`config.mk`:
```
export PLATFORM = sky130hd
export DESIGN_NAME = arc4_seq
export DESIGN_NICKNAME = d
export VERILOG_FILES = /design/src/rtl/arc4_seq.sv
export SDC_FILE = /design/constraint.sdc
export NUM_CORES = 1
export LEC_CHECK = 0
export ABC_AREA = 1
export CORE_MARGIN = 2
export CORE_UTILIZATION = 35
export DETAILED_ROUTE_END_ITERATION = 12
export PLACE_DENSITY = 0.83
export SLEW_MARGIN = 20
export SYNTH_ARGS = -nofsm -noshare
export SYNTH_HDL_FRONTEND = slang
export SYNTH_SLANG_ARGS = --single-unit
```
`constraint.sdc`:
```
create_clock -name clk -period 1.7 [get_ports clk]
set_input_delay 0.255 -clock clk [delete_from_list [all_inputs] [get_ports clk]]
set_output_delay 0.255 -clock clk [all_outputs]
set_load 0.03 [all_outputs]
```
`src/rtl/arc4_seq.sv`:
```
// ARC4 top-level sequencer: runs init, ksa and prga sub-blocks in turn and arbitrates the shared S memory.
// Optional macro ARC4_SEQ_CYCLE_CNT_EN adds a saturating 'cycles' run-length output.
module arc4_seq (
    input  logic        clk,
    input  logic        rst_n,
    input  logic        en,
    output logic        rdy,
    input  logic [23:0] key,
    output logic        init_en,
    output logic        ksa_en,
    output logic        prga_en,
    input  logic        init_rdy,
    input  logic        ksa_rdy,
    input  logic        prga_rdy,
    output logic [23:0] key_q,
    input  logic [7:0]  init_s_addr,
    input  logic [7:0]  init_s_wrdata,
    input  logic        init_s_wren,
    input  logic [7:0]  ksa_s_addr,
    input  logic [7:0]  ksa_s_wrdata,
    input  logic        ksa_s_wren,
    input  logic [7:0]  prga_s_addr,
    input  logic [7:0]  prga_s_wrdata,
    input  logic        prga_s_wren,
    output logic [7:0]  s_addr,
    output logic [7:0]  s_wrdata,
    output logic        s_wren,
`ifdef ARC4_SEQ_CYCLE_CNT_EN
    output logic [31:0] cycles,
`endif
    output logic [1:0]  phase
);

    typedef enum logic [2:0] {
        IDLE       = 3'd0,
        START_INIT = 3'd1,
        WAIT_INIT  = 3'd2,
        START_KSA  = 3'd3,
        WAIT_KSA   = 3'd4,
        START_PRGA = 3'd5,
        WAIT_PRGA  = 3'd6,
        DONE       = 3'd7
    } state_t;

    state_t state;
    logic   seen_busy;

    // Start pulses are loaded on the edge entering START_x, so a ready sub-block costs one START cycle.
    always_ff @(posedge clk or negedge rst_n) begin
        if (!rst_n) begin
            state     <= IDLE;
            rdy       <= 1'b1;
            init_en   <= 1'b0;
            ksa_en    <= 1'b0;
            prga_en   <= 1'b0;
            phase     <= 2'b00;
            key_q     <= 24'h0;
            seen_busy <= 1'b0;
        end else begin
            case (state)
                IDLE: begin
                    if (en) begin
                        state   <= START_INIT;
                        rdy     <= 1'b0;
                        key_q   <= key;
                        phase   <= 2'b01;
                        init_en <= init_rdy;
                    end
                end
                START_INIT: begin
                    if (init_en) begin
                        init_en <= 1'b0;
                        state   <= WAIT_INIT;
                    end else begin
                        init_en <= init_rdy;
                    end
                end
                WAIT_INIT: begin
                    if (init_rdy && seen_busy) begin
                        seen_busy <= 1'b0;
                        state     <= START_KSA;
                        phase     <= 2'b10;
                        ksa_en    <= ksa_rdy;
                    end else if (!init_rdy) begin
                        seen_busy <= 1'b1;
                    end
                end
                START_KSA: begin
                    if (ksa_en) begin
                        ksa_en <= 1'b0;
                        state  <= WAIT_KSA;
                    end else begin
                        ksa_en <= ksa_rdy;
                    end
                end
                WAIT_KSA: begin
                    if (ksa_rdy && seen_busy) begin
                        seen_busy <= 1'b0;
                        state     <= START_PRGA;
                        phase     <= 2'b11;
                        prga_en   <= prga_rdy;
                    end else if (!ksa_rdy) begin
                        seen_busy <= 1'b1;
                    end
                end
                START_PRGA: begin
                    if (prga_en) begin
                        prga_en <= 1'b0;
                        state   <= WAIT_PRGA;
                    end else begin
                        prga_en <= prga_rdy;
                    end
                end
                WAIT_PRGA: begin
                    if (prga_rdy && seen_busy) begin
                        seen_busy <= 1'b0;
                        state     <= DONE;
                        phase     <= 2'b00;
                    end else if (!prga_rdy) begin
                        seen_busy <= 1'b1;
                    end
                end
                DONE: begin
                    state <= IDLE;
                    rdy   <= 1'b1;
                end
                default: begin
                    state     <= IDLE;
                    rdy       <= 1'b1;
                    init_en   <= 1'b0;
                    ksa_en    <= 1'b0;
                    prga_en   <= 1'b0;
                    phase     <= 2'b00;
                    seen_busy <= 1'b0;
                end
            endcase
        end
    end

`ifdef ARC4_SEQ_CYCLE_CNT_EN
    // Acceptance edge counts as 1; the edge leaving DONE is not counted, so the value equals run length.
    always_ff @(posedge clk or negedge rst_n) begin
        if (!rst_n) begin
            cycles <= 32'h0;
        end else if (state == IDLE) begin
            if (en) begin
                cycles <= 32'd1;
            end
        end else if (state != DONE && cycles != 32'hFFFF_FFFF) begin
            cycles <= cycles + 32'd1;
        end
    end
`endif

    always_comb begin
        s_addr   = 8'h00;
        s_wrdata = 8'h00;
        s_wren   = 1'b0;
        case (phase)
            2'b01: begin
                s_addr   = init_s_addr;
                s_wrdata = init_s_wrdata;
                s_wren   = init_s_wren;
            end
            2'b10: begin
                s_addr   = ksa_s_addr;
                s_wrdata = ksa_s_wrdata;
                s_wren   = ksa_s_wren;
            end
            2'b11: begin
                s_addr   = prga_s_addr;
                s_wrdata = prga_s_wrdata;
                s_wren   = prga_s_wren;
            end
            default: begin
                s_addr   = 8'h00;
                s_wrdata = 8'h00;
                s_wren   = 1'b0;
            end
        endcase
    end

endmodule

```
==> out/summary.txt, run 1 <==
Max Fclk: 611 MHz
Std-Cell Core Area: 5140 µm²
Hold WS: 371 ps
Tcrit/Tclk final: 96.2%
Clk buf depth: 2
CP Class: register to primary output
Ys flop type: dfrtp_1
WP data arrival: 1380 ps
GRT met3 Usage: 7.06%
Required time of the worst setup path: 1440 ps
Async set or reset register ratio after synthesis: 100%
Seq cells post-synth: 34
Finish-stage setup viols: 0
Slew @ Worst Pin: 440 ps
Critical Path Max Stage Delay: 390 ps
Minimum clock period after layout: 1640 ps
Global-route wire length before repair: 9610 µm
Largest net degree at the start of global routing: 35
Slew Limit Fails: 0
Setup TNS: 0 ps
IR drop worst, VDD: 1.08 mV
HP Class: primary input to async pin
Leak: 0.00157 µW
M1 GR Usage: 22.7%
Ant. Diodes: 0
WL final: 6010 µm
Mean post-synth cell area: 7.13 µm²
Clock sinks: 34
Met2 Use GR: 35.6%
Final hold vios: 0
Post-Route Utilization: 63.9%
Die area: 5940 µm²
Layout cells sized above 1: 12.2%
Post-DP HPWL: 4730 µm
Synth Net Count: 343
Sequential share of the synthesized area: 45.6%
Dominant cell type by area after synthesis: dfrtp_1
Unrepaired setup endpoints after global routing: false
Die X: 77.1 µm
Via count: 2154
Type of origin of the critical path: register
Num CTS Buffers: 5
CTS H-tree depth: 2
Distinct cell type count after synthesis: 23
Drt drc: 0
Synth Warn #: 0
Per-cell routed wire length: 12.9 µm
Nets: 474
Post-synth top cells: nand2_1, dfrtp_1, nand3_1
Tot GR Track Use: 19.8%
Total power draw: 5900 µW
Routed vias/inst: 4.64
Antenna violations before repair: 0
Synth Instances: 262
Vias in the first global route: 2096
Worst skew pair latency: 280 ps
Critical-path cell list: inv_1 -> nor2_4 -> buf_6 -> nand2_1 -> nand3_1 -> buf_6
Synth-to-layout area growth: 75.7%
GRT overflow: 0
Post-route cell area: 3280 µm²
Cell mode on critical path: buf_6
Endpoint class of the critical path: primary output
I/O Pins: 128
Row count: 26
CTS tree: yes
ANT nets after route: 0
Layout Skew: 4.36 ps
CTS root buffer: clkbuf_8
Pwr dens: 1800 nW/µm²
Area post-placement: 3160 µm²
Synth area leaders: dfrtp_1, nand2_1, nand3_1
Critical path's slowest cell: dfrtp_1
Worst-path clk slew: 70 ps
Post-synth top area share: 44.2%
Initial core utilization: 36.3%
Relative slew slack: 70.7%
Post-synthesis cell area: 1870 µm²
1st-iter DRT viols: 92
Outcome: finished clean
Post-synth EDFFs: 0
GRT busiest layer: met2
Port Buffers: 127
Die Span Y: 77.1 µm
Number of max-cap violations: 0
TritonRoute pass-1 iters: 5
CP Max Fanout: 8
Count leader, synth: nand2_1
Final Wtd Congestion: 0.786
metal layers:
layer	wire (µm)	up-vias	part of all wire (%)
met4	44	0	0.73
met2	2950	98	49
met3	626	7	10
met5	0	-	0
met1	2390	968	40
li1	-	1081	-
power breakdown:
| group | leakage (µW) | internal (µW) | switching, µW |
|---|---|---|---|
| clock network | 0.0000482 | 327 | 283 |
| registers | 0.000421 | 1200 | 333 |
| logic | 0.00110 | 1510 | 2250 |
worst max-delay path: cells and delay by family, from the launching register on:
family                 cells  cell delay (ps)
buffers and inverters      3              380
DFF                        1              390
and+or+nand+nor            3              350
flip-flops by register name, indices dropped and copies added, names as in the netlist:
name,count
state,3
init_en,1
prga_en,1
seen_busy,1
ksa_en,1
phase,2
rdy,1
key_q,24
path summary, 6_finish.rpt:
kind,start,slack [ps],to,cells past startpoint
max,phase[0],60,s_addr[0],6
min,rst_n,370,key_q[16],2
max reg2reg,state[0],240,key_q[11],5
min reg2reg,key_q[20],490,key_q[20],2
max in group asynchronous,rst_n,1000,rdy,2
min in group clk,key_q[20],490,key_q[20],2
cell type report:
class                   count  area (µm²)
repair buffers            134        1300
clock buffers               7        86.3
inverters                  12        55.1
well taps                  70        87.6
fillers                   444        1860
multi-input cells         206         892
flip-flops and latches     34         853
clock inverters             1        5.00
per-stage QoR:
stage / setup WS, ps / std cells
floorplan: 80.0 / 262
global placement: 166 / 455
detailed placement: 101 / 455
CTS: 15.3 / 463
global route: 7.83 / 464
finish: 63.9 / 464
cells in the final DEF (no fill, tap or decap), drive strengths merged:
master,n
nand3,26
nand2,152
nor3,1
a21oi,4
buf,24
inv,10
clkdlybuf4s50,108
o221ai,1
dfstp,1
clkinv,3
clkbuf,7
nor2,10
dfrtp,33
dlygate4sd2,2
nand3b,1
o21ai,7
o211ai,2
a31oi,1
nand4,1
repair_timing:
item | in CTS | in global routing
resized for setup | 5 | 5
pin swaps | 0 | 1
cloned | 0 | 0
setup endpoints to repair | 18 | 16
setup buffers | 0 | 1
hold buffers | 0 | 0
logic make-up (layout without fill, tap and decap cells):
kind of cell	Yosys count	count (layout)	share of synthesized area, %
flip-flops	34	34	45.6
buffers and inverters	22	154	7.03
AND/OR/NAND/NOR	191	191	42.8
AO/OA/AOI/OAI	15	15	4.55
Note: power is estimated with default switching activity, not from simulation.
==> run 2, diff against run 1 <==
SLEW_MARGIN = 30   (was 20)
==> results of run 2 <==
Same layout as run 1: the final DEF is identical, and so are final timing and power.
